`src/rtl/display_button_scanner.sv`:
```
// display_button_scanner: loads, shifts out and debounces the button shift
// register, with Avalon-MM status registers. Optional irq: `define BUTTON_IRQ_EN.
module display_button_scanner #(
  parameter int CLK_HZ         = 50_000_000,
  parameter int SHIFT_HZ       = 1_000_000,
  parameter int SCAN_HZ        = 1_000,
  parameter int NUM_BITS       = 16,
  parameter int DEBOUNCE_SCANS = 4
) (
  input  logic        clk,
  input  logic        reset_n,
  output logic        shift_clk,
  output logic        shift_load,
  input  logic        shift_out,
  input  logic [1:0]  avs_address,
  input  logic        avs_read,
  output logic [31:0] avs_readdata,
  input  logic        avs_write,
  input  logic [31:0] avs_writedata
`ifdef BUTTON_IRQ_EN
  ,
  output logic        irq
`endif
);

  localparam int DIV      = CLK_HZ / (2 * SHIFT_HZ);
  localparam int SCAN_DIV = CLK_HZ / SCAN_HZ;
  localparam int CW = $clog2(2 * DIV + 1);
  localparam int TW = $clog2(SCAN_DIV + 1);
  localparam int IW = $clog2(NUM_BITS + 1);
  localparam int SW = $clog2(DEBOUNCE_SCANS + 1);

  localparam logic [CW-1:0] LOAD_LAST = CW'(2 * DIV - 1);
  localparam logic [CW-1:0] PH_LAST   = CW'(DIV - 1);
  localparam logic [TW-1:0] TMR_LAST  = TW'(SCAN_DIV - 1);
  localparam logic [IW-1:0] BIT_LAST  = IW'(NUM_BITS - 1);
  localparam logic [SW-1:0] STB_MAX   = SW'(DEBOUNCE_SCANS);
  localparam logic [SW-1:0] STB_ONE   = SW'(1);
  localparam logic [31:0]   VMASK     = (NUM_BITS >= 32) ? 32'hFFFF_FFFF
                                        : 32'((64'd1 << NUM_BITS) - 64'd1);

  typedef enum logic [2:0] {
    S_IDLE,
    S_LOAD,
    S_SHIFT_LO,
    S_SHIFT_HI,
    S_UPDATE
  } state_t;

  state_t              state;
  logic [CW-1:0]       cnt;
  logic [IW-1:0]       bit_idx;
  logic [IW-1:0]       ridx;
  logic [NUM_BITS-1:0] raw_q;
  logic [TW-1:0]       tmr;
  logic                scan_req;
  logic                start;

  logic [SW-1:0]       stable;
  logic [SW-1:0]       stable_nxt;
  logic [NUM_BITS-1:0] last_raw;
  logic [NUM_BITS-1:0] buttons;
  logic [NUM_BITS-1:0] changed;
  logic [NUM_BITS-1:0] set_bits;
  logic [NUM_BITS-1:0] wr_clr;
  logic                upd_en;
  logic [31:0]         scan_count;
  logic [31:0]         rd_val;
  logic                unused_wdata;

  assign start        = (state == S_IDLE) && scan_req;
  assign ridx         = BIT_LAST - bit_idx;
  assign unused_wdata = ^(avs_writedata & ~VMASK);

  // free-running scan timer; a wrap queues one scan request
  always_ff @(posedge clk or negedge reset_n) begin
    if (!reset_n) begin
      tmr      <= '0;
      scan_req <= 1'b0;
    end else begin
      if (tmr == TMR_LAST) begin
        tmr      <= '0;
        scan_req <= 1'b1;
      end else begin
        tmr <= tmr + TW'(1);
        if (start) scan_req <= 1'b0;
      end
    end
  end

  // scan sequencer: load, then MSB-first shift with registered pin outputs
  always_ff @(posedge clk or negedge reset_n) begin
    if (!reset_n) begin
      state      <= S_IDLE;
      cnt        <= '0;
      bit_idx    <= '0;
      raw_q      <= '0;
      shift_clk  <= 1'b0;
      shift_load <= 1'b1;
    end else begin
      case (state)
        S_IDLE: begin
          cnt <= '0;
          if (scan_req) begin
            shift_load <= 1'b0;
            state      <= S_LOAD;
          end
        end
        S_LOAD: begin
          if (cnt == LOAD_LAST) begin
            cnt        <= '0;
            bit_idx    <= '0;
            shift_load <= 1'b1;
            state      <= S_SHIFT_LO;
          end else begin
            cnt <= cnt + CW'(1);
          end
        end
        S_SHIFT_LO: begin
          if (cnt == PH_LAST) begin
            cnt         <= '0;
            raw_q[ridx] <= ~shift_out;
            if (bit_idx == BIT_LAST) begin
              state <= S_UPDATE;
            end else begin
              shift_clk <= 1'b1;
              state     <= S_SHIFT_HI;
            end
          end else begin
            cnt <= cnt + CW'(1);
          end
        end
        S_SHIFT_HI: begin
          if (cnt == PH_LAST) begin
            cnt       <= '0;
            shift_clk <= 1'b0;
            bit_idx   <= bit_idx + IW'(1);
            state     <= S_SHIFT_LO;
          end else begin
            cnt <= cnt + CW'(1);
          end
        end
        S_UPDATE: begin
          state <= S_IDLE;
        end
        default: begin
          state      <= S_IDLE;
          shift_clk  <= 1'b0;
          shift_load <= 1'b1;
        end
      endcase
    end
  end

  // whole-vector stability count and the resulting change set
  always_comb begin
    stable_nxt = STB_ONE;
    if (raw_q == last_raw) begin
      stable_nxt = (stable == STB_MAX) ? STB_MAX : stable + SW'(1);
    end
    upd_en   = (state == S_UPDATE) && (stable_nxt == STB_MAX)
               && (raw_q != buttons);
    set_bits = upd_en ? (raw_q ^ buttons) : '0;
  end

  // debounce state, debounced vector and scan counter, once per scan
  always_ff @(posedge clk or negedge reset_n) begin
    if (!reset_n) begin
      stable     <= '0;
      last_raw   <= '0;
      buttons    <= '0;
      scan_count <= '0;
    end else if (state == S_UPDATE) begin
      stable     <= stable_nxt;
      last_raw   <= raw_q;
      scan_count <= scan_count + 32'd1;
      if (upd_en) buttons <= raw_q;
    end
  end

  assign wr_clr = (avs_write && (avs_address == 2'd1))
                  ? avs_writedata[NUM_BITS-1:0] : '0;

  // sticky change flags; a new set beats a same-cycle clear
  always_ff @(posedge clk or negedge reset_n) begin
    if (!reset_n) begin
      changed <= '0;
    end else begin
      changed <= (changed & ~wr_clr) | set_bits;
    end
  end

`ifdef BUTTON_IRQ_EN
  logic [NUM_BITS-1:0] irq_mask;

  // interrupt mask register and registered interrupt level
  always_ff @(posedge clk or negedge reset_n) begin
    if (!reset_n) begin
      irq_mask <= '0;
      irq      <= 1'b0;
    end else begin
      if (avs_write && (avs_address == 2'd3)) begin
        irq_mask <= avs_writedata[NUM_BITS-1:0];
      end
      irq <= |(changed & irq_mask);
    end
  end
`endif

  // read mux over current (pre-write) register values
  always_comb begin
    rd_val = '0;
    unique case (avs_address)
      2'd0: rd_val = 32'(buttons);
      2'd1: rd_val = 32'(changed);
      2'd2: rd_val = scan_count;
      2'd3: begin
`ifdef BUTTON_IRQ_EN
        rd_val = 32'(irq_mask);
`else
        rd_val = '0;
`endif
      end
      default: rd_val = '0;
    endcase
  end

  // read data register, readLatency 1, holds between reads
  always_ff @(posedge clk or negedge reset_n) begin
    if (!reset_n) begin
      avs_readdata <= '0;
    end else if (avs_read) begin
      avs_readdata <= rd_val;
    end
  end

endmodule
```
`config.mk`:
```
export PLATFORM = sky130hd
export DESIGN_NAME = display_button_scanner
export DESIGN_NICKNAME = d
export VERILOG_FILES = /design/src/rtl/display_button_scanner.sv
export SDC_FILE = /design/constraint.sdc
export NUM_CORES = 1
export LEC_CHECK = 0
export ABC_AREA = 1
export CORE_AREA = 2 2 148 150
export CTS_CLUSTER_SIZE = 24
export DETAILED_ROUTE_END_ITERATION = 7
export DIE_AREA = 0 0 150 152
export PLACE_DENSITY_LB_ADDON = 0.08
export RECOVER_POWER = 25
export SETUP_SLACK_MARGIN = 0.05
export SYNTH_ARGS = -nofsm -noshare
export SYNTH_HDL_FRONTEND = slang
export SYNTH_SLANG_ARGS = --single-unit
```
`constraint.sdc`:
```
create_clock -name clk -period 2.67 [get_ports clk]
set_input_delay 0.4005 -clock clk [delete_from_list [all_inputs] [get_ports clk]]
set_output_delay 0.4005 -clock clk [all_outputs]
set_load 0.01 [all_outputs]
```
==> summary by stage, run 1 <==
Routing
The wire length reported by the detailed router is 20000 um. After detailed routing, the number of vias per cell comes to 4.76. In the routed design, unresolved DRC markers number 0. The detailed-route wire length per cell is 14.1 um.

The first-pass iteration count of the detailed router is 5. The remaining antenna violation count is 0. Across all layers, the routed design uses 6755 vias. The number of design-rule violations left by the first detailed-router iteration is 345.

Setup path
Tracing the worst setup path back leads to its startpoint at raw_q[3]. Among the stages of the critical path, the cell type that occurs most often is sky130_fd_sc_hd__nand2_1. For the worst flop-to-flop path, the logic depth is 11. The flop-to-flop setup slack is 0.46 ns.

The startpoint identified for the worst register-to-register timing path is raw_q[3]. The largest single stage delay on the critical path is 0.46 ns. The critical path goes through inv_2 -> nand2_1 -> nand2_1 -> nor2_1 -> nand2_1 -> nor2_2 -> nand2_2 -> nor2_4 -> nand3_2 -> nand2_1 -> nand2_1. STA classifies the critical path endpoint as a flip-flop. The critical path is of the reg2reg type.

The sort of element at the start of the critical path is a flip-flop. The number of stages on the worst setup path is 11. Among all stages on the critical path, the largest delay is contributed by sky130_fd_sc_hd__dfrtp_1. The family of cells with the greatest summed delay on the critical path is simple AND/OR/NAND/NOR gates. Counting both buffers and inverters, the worst setup path holds a total of 1. STA puts the critical path data required time at 2.99 ns.

The worst register-to-register path ends at buttons[0]. The maximum fanout along the worst path is 16. The most critical setup path has its endpoint at buttons[0]. At the worst endpoint, the arrival time is 2.53 ns.

STA
The max-slew violation total from the final report was 0. Setup repair after global routing left no endpoint under its margin. The worst-case hold slack is 0.470 ns.

The post-layout minimum cycle time is 2.21 ns. Headroom to the max-slew limit came out at 32.2%. The total count of hold-check failures in the final report is 0. Setup violations remaining at the end of the flow were counted as 0. The summed negative setup slack over all endpoints is 0 ns. At the pin with the least slew margin, the transition time is 1.02 ns. In the finished design, the share of the clock period the worst path needs comes to 82.6%.

The clock tree skew after final layout is 0.00942 ns. Static timing analysis puts the maximum clock frequency at 453 MHz.

Global routing
The number of global-route vias before repair is 6516. After global routing the overflow that remains totals 0. Global routing used 18.8% of the available tracks. The first global-routing pass estimated 34000 um of wire.

Entering global routing, the biggest net connects 49 pins. The initial antenna violation count is 0.

Clock tree
The clock-pin slew of the registers on the worst-case setup and hold paths is 0.07 ns. The longest clock path from root to sink contains 2 buffers. The clock latency of the later-clocked register in the worst-skew pair is 0.44 ns. The TritonCTS buffer count is 17. The total number of H-tree levels is 4.

The root buffer cell chosen for the clock tree is sky130_fd_sc_hd__clkbuf_16. Gates resized during post-CTS repair numbered 0. The clock sink count is 164. The count of hold buffers inserted by post-cts repair is 1. The number of setup buffers added after CTS is 0. TritonCTS built the clock tree.

Power and ir drop
The cell leakage power is 4.68 nW. The ratio of total power to cell area is 540 nW/um2. IR analysis of the VDD net gives a maximum drop of 0.439 mV.

Placed design
The number of port buffers is 56. The final weighted congestion of routability-driven global placement is 0.808. The final HPWL from detailed placement is 14600 um.

Yosys
Counting every net in the synthesized netlist gives 1117. Summed over its instances, the top area cell type makes up 48.8% of the synthesized netlist area. Sorting the synthesized cells by area gives the leading types as sky130_fd_sc_hd__dfrtp_1 49%, sky130_fd_sc_hd__nand2_1 16%, sky130_fd_sc_hd__inv_1 5.3%. The average size of a mapped cell is 7.85 um2. The sequential share of the synthesized area is 49.1%. The library cell occupying the most area in the post-synthesis netlist is sky130_fd_sc_hd__dfrtp_1.

The count of different cell masters after synthesis is 38. The number of register bits inferred by synthesis is 164. Yosys printed 0 warnings. Synthesis produced a netlist whose cell count is 1066. The summed instance area of the synthesized netlist is 8370 um2.

Floorplanning
The starting utilization of the core area is 39.2%. The initialized floorplan defines 54 standard-cell rows. In this run the vertical extent of the chip is 152 um. 73 I/O pins were placed. The core area is 21400 um2. The die covers 22800 um2. The die is 150 um wide.

Run status
The flow ran to the end, and the final reports show no timing, DRC or antenna violations.

Cells and area
Registers take 4110 um2. The antenna diode count is 0. Compared with the post-synthesis result, the final layout area differs by 18.0%. The fraction of final layout cells with drive strength greater than 1 is 7.46%. In the layout the commonest cells are 348 x sky130_fd_sc_hd__nand2_1, 163 x sky130_fd_sc_hd__dfrtp_1, 118 x sky130_fd_sc_hd__inv_1. The final layout contains 1178 nets. The filler cell count is 2183. Leaving out fill and tap cells, the most frequent cell in the layout is sky130_fd_sc_hd__nand2_1.

The multi-input combinational cells in the finished layout cover a total of 3620 um2.

Hold path
The hold path startpoint is scan_req. The path class of the tightest hold or removal check is reg2reg. Along the worst hold path, the cell count comes to 1.

Flow run
Across the run, the number of max-cap violations was 0.
## layer usage
metal  up-vias  wire [um]  GRT usage [%]
li1       3533          -              -
met1      3117      10300           27.8
met2        84       8930           28.5
met3        21        557           2.97
met4         0        286           5.48
met5         -          0              0
## metrics by stage
step / total power (W) / std cells / util (%) / area (um2) / worst slack, ns
after floorplan: 0.00262 / 1066 / - / 8370 / 1.04
after global placement: 0.00275 / 1387 / 43.4 / 9270 / 0.446
after detailed placement: 0.00275 / 1387 / 43.4 / 9270 / 0.405
after CTS: 0.00540 / 1419 / 46.4 / 9900 / 0.377
after global routing: 0.00553 / 1419 / 46.2 / 9870 / 0.109
final: 0.00533 / 1419 / 46.2 / 9870 / 0.465
## final cells by class
type	instances	share of cell area, %
flip-flops and latches	164	41.6
multi-input cells	740	36.7
repair buffers	72	6.84
inverters	132	5.02
clock buffers	19	4.49
well taps	280	3.55
clock inverters	12	1.81
## synth_stat cells, drive strengths merged
cell    instances
nand2         352
dfrtp         163
inv           131
nor2           98
nand3          74
o21ai          64
xor2           32
nor3           25
nand4          22
clkbuf         19
a21oi          15
a221oi         15
ha             12
o31ai          12
buf            11
o22ai           5
xnor2           4
a31oi           2
nand3b          2
nor4            2
a21boi          1
a32o            1
clkinv          1
dfstp           1
o211ai          1
o21a            1
## worst min path at each step
stage / endpoint / slack [ns]
floorplan: avs_readdata[0] / 0.10
global placement: scan_count[29] / 0.35
detailed placement: scan_count[25] / 0.35
CTS: scan_count[25] / 0.46
global route: avs_readdata[17] / 0.50
finish: shift_load / 0.47
## sequential cells by signal, indices dropped and copies added (netlist names), 5 cells and up
signal and flops:
tmr 16, changed 16, last_raw 16, bit_idx 5
scan_count 32, cnt 6, avs_readdata 32, buttons 16
raw_q 16
## logic make-up after synthesis
family,synth area share (%)
compound gates,8.28
buf+inv,7.67
simple gates,29.4
xor+xnor,3.77
fa+ha+maj,1.79
flops,49.1
## where the power goes
| part | internal (W) | switching [W] |
|---|---|---|
| Clock | 0.00159 | 0.00105 |
| Sequential | 0.00250 | 0.0000116 |
| Combinational | 0.0000620 | 0.000117 |
No activity file was read; power rests on OpenSTA's default activity.
==> inputs of run 2 (changes only) <==
==> constraint.sdc (replaced) <==
create_clock -name clk -period 2.05 [get_ports clk]
set_input_delay 0.3075 -clock clk [delete_from_list [all_inputs] [get_ports clk]]
set_output_delay 0.3075 -clock clk [all_outputs]
set_load 0.01 [all_outputs]
==> run 2 against run 1 <==
Effect of this change: first-iteration DRC count grew 2.0%; clock-buffer cell count grew 1; die area is the same; hold slack lost 0.020 ns; flip-flop and latch count is the same; critical path type unchanged.
==> summary by stage, run 2 (same netlist as run 1, synthesis figures left out) <==
Floorplanning
The core area is 21400 um2 (unchanged). The chip height is 152 um (unchanged). The starting utilization of the core area is 39.2% (unchanged). The full die area is 22800 um2 (unchanged). The x dimension of the die is 150 um (unchanged). The count of pins on the block boundary is 73 (unchanged). The placement row count is 54 (unchanged).

Power and ir drop
The worst-case vdd ir drop came to 0.556 mV (+27%). The switching part of the total power is 23.5% (+1.4 points). The clock share of power is 46.3% (-3.2 points). The power share of the combinational group is 3.8% (+0.4 points).

The total net switching power is 0.00154 W (+31%). The ratio of total power to cell area is 653 nW/um2 (+21%). The internal cell power is 0.00502 W (+21%). The power share of the sequential group is 49.9% (+2.7 points). The cell leakage power is 4.75 nW (+1.6%).

Setup path
The capture point of the critical path is scan_count[27]. The maximum fanout along the worst path is 11 (-5). The cell depth of the worst flop-to-flop path is 11 (unchanged). The startpoint of the most critical register-to-register path is state[0]. The family of cells with the greatest summed delay on the critical path is simple AND/OR/NAND/NOR gates.

STA classifies the critical path endpoint as a flip-flop. The classification of the worst setup path is reg2reg. STA classifies the critical path startpoint as a flip-flop. For this design, the slowest cell found on the critical path is sky130_fd_sc_hd__dfrtp_1. The flop-to-flop setup slack is 0.21 ns (-0.26 ns).

In this run the worst setup path begins at state[0]. The signal on the critical path passes through inv_2 -> nand2_1 -> nor2_2 -> buf_12 -> nand3_4 -> nor2_4 -> nand2_2 -> nor2_4 -> nand2_1 -> o21ai_2 -> nand2_1. The capture point of the worst reg-to-reg path is scan_count[27]. The cell type with the highest occurrence count on the critical path is sky130_fd_sc_hd__nand2_1. The data required time at the worst endpoint is 2.37 ns (-0.62 ns).

The number of stages on the worst setup path was 11 (unchanged). The data arrival time of the worst path is 2.16 ns (-0.37 ns). The delay of the slowest critical-path stage is 0.41 ns (-0.05 ns). The number of buffers and inverters on the critical path is 2 (+1).

STA
The post-layout minimum cycle time is 1.84 ns (-0.365 ns). The total setup violations reported at the end of the flow came to 0 (unchanged). Setup repair after global routing could not meet its margin everywhere. The post-route fraction of the period consumed by the critical path is 89.8% (+7.2 points). The pin slew with the least headroom to its limit is 1.16 ns (+0.139 ns). The total count of hold-check failures in the final report is 0 (unchanged). The clock tree skew after final layout is 0.0145 ns (+0.00503 ns). The max-slew violation total from the final report is 0 (unchanged). The highest clock frequency the design can meet is 543 MHz (+20%).

The summed negative setup slack over all endpoints is 0 ns (unchanged). The headroom to the max-slew limit was 23.0% (-9.2 points).

Routing
The remaining antenna violation count came to 0 (unchanged). The via count of the routed design was 6784 (+0.43%). The residual DRC count is 0 (unchanged). The first-pass iteration count of the detailed router is 4 (-1). The wire length reported by the detailed router came to 19600 um (-2.1%). The routed via count divided by cell count is 4.72 (-0.83%).

The number of design-rule violations left by the first detailed-router iteration is 352 (+2.0%). The detailed-route wire length per cell was 13.6 um (-3.3%).

Cells and area
The layout-stage area growth over the synthesis result is 20.2%. The net total in the final layout was 1195 (+1.4%). The fraction of final layout cells with drive strength greater than 1 was 9.68% (+2.2 points). Leaving out fill and tap cells, the most frequent cells in the layout are 348 x sky130_fd_sc_hd__nand2_1, 158 x sky130_fd_sc_hd__dfrtp_1, 118 x sky130_fd_sc_hd__inv_1. Leaving out fill and tap cells, the most frequent cell in the layout is sky130_fd_sc_hd__nand2_1. The antenna diode count is 0 (unchanged).

The final non-filler cell total is 1437 (+1.3%). In the final layout, the registers with the most flip-flops are avs_readdata (32), scan_count (32).

Run status
The run finished with clean final reports.

Hold path
The tightest min-delay check is of the reg2reg type.

Global routing
The global-route wire length before repair was 33000 um (-3.0%). The initial antenna violation count came to 0 (unchanged). The number of global-route vias before repair is 6404 (-1.7%).

The pin count of the biggest net entering global routing is 55 (+12%). The total congestion overflow after global routing is 0 (unchanged). The overall routing resource usage is 18.2% (-0.58 points).

Clock tree
The total number of H-tree levels is 4 (unchanged). The clock-pin slew of the registers on the worst-case setup and hold paths was 0.07 ns (about the same). The clock sink count is 164 (unchanged).

The clock latency of the later-clocked register in the worst-skew pair is 0.43 ns (about the same). The TritonCTS clock tree is done. The TritonCTS buffer count is 17 (unchanged). The maximum buffer depth of the clock tree was 2 (unchanged). The root cell of the clock tree is sky130_fd_sc_hd__clkbuf_16.

Placed design
The placed cell count was 1398 (+0.79%). The final HPWL from detailed placement was 14500 um (-0.96%). The number of port buffers is 56 (unchanged).

The final weighted congestion of routability-driven global placement is 0.801 (-0.88%).

Flow run
The max capacitance violation total is 0 (unchanged).
-- run 2: layout make-up --
class                           count  area (um2)
Clock buffer                       20         467
Tap cell                          280         350
Sequential cell                   164        4110
Clock inverter                     12        97.6
Multi-Input combinational cell    740        3630
Timing Repair Buffer               89         901
Inverter                          132         495
Fill cell                        2162       11300
-- run 2: power groups by stage --
stage | Combinational, W | Sequential (W) | Clock (W)
floorplan | 0.0000698 | 0.00334 | 0
global placement | 0.000261 | 0.00334 | 0
detailed placement | 0.000261 | 0.00334 | 0
CTS | 0.000263 | 0.00328 | 0.00313
global route | 0.000283 | 0.00328 | 0.00326
finish | 0.000250 | 0.00328 | 0.00304
-- run 2: worst min path at each step --
stage / start / end / cells past startpoint
2_1_floorplan: reset_n / avs_readdata[0] / 0
3_3_place_gp: reset_n / avs_readdata[28] / 1
3_5_place_dp: reset_n / avs_readdata[28] / 1
4_1_cts: reset_n / avs_readdata[28] / 2
5_1_grt: scan_req / shift_load / 1
6_report: scan_req / shift_load / 1
-- run 2: timing repair --
| action | in CTS | in global routing |
|---|---|---|
| resized for setup | 0 | 8 |
| endpoints found under the setup margin | 0 | 13 |
| hold endpoints to repair | 37 | 0 |
| hold buffers | 1 | 0 |
| setup buffers | 0 | 6 |
-- run 2: stage by stage --
step | worst slack, ns | power, W | hold WS (ns) | utilization [%] | cell area, um2
floorplan | 0.423 | 0.00341 | 0.0119 | - | 8370
global placement | 0.166 | 0.00360 | 0.268 | 44.2 | 9430
detailed placement | 0.178 | 0.00360 | 0.268 | 44.2 | 9430
CTS | 0.169 | 0.00667 | 0.370 | 46.9 | 10000
global route | 0.0324 | 0.00682 | 0.480 | 47.1 | 10100
finish | 0.210 | 0.00656 | 0.449 | 47.1 | 10100
-- run 2: per-layer routing --
metal	vias to the layer above	track usage, %	part of all wire, %
met1	3108	26.6	51
met4	0	5.53	1.4
met5	-	0	0
met2	77	27.9	45
met3	21	3.00	2.8
li1	3578	-	-
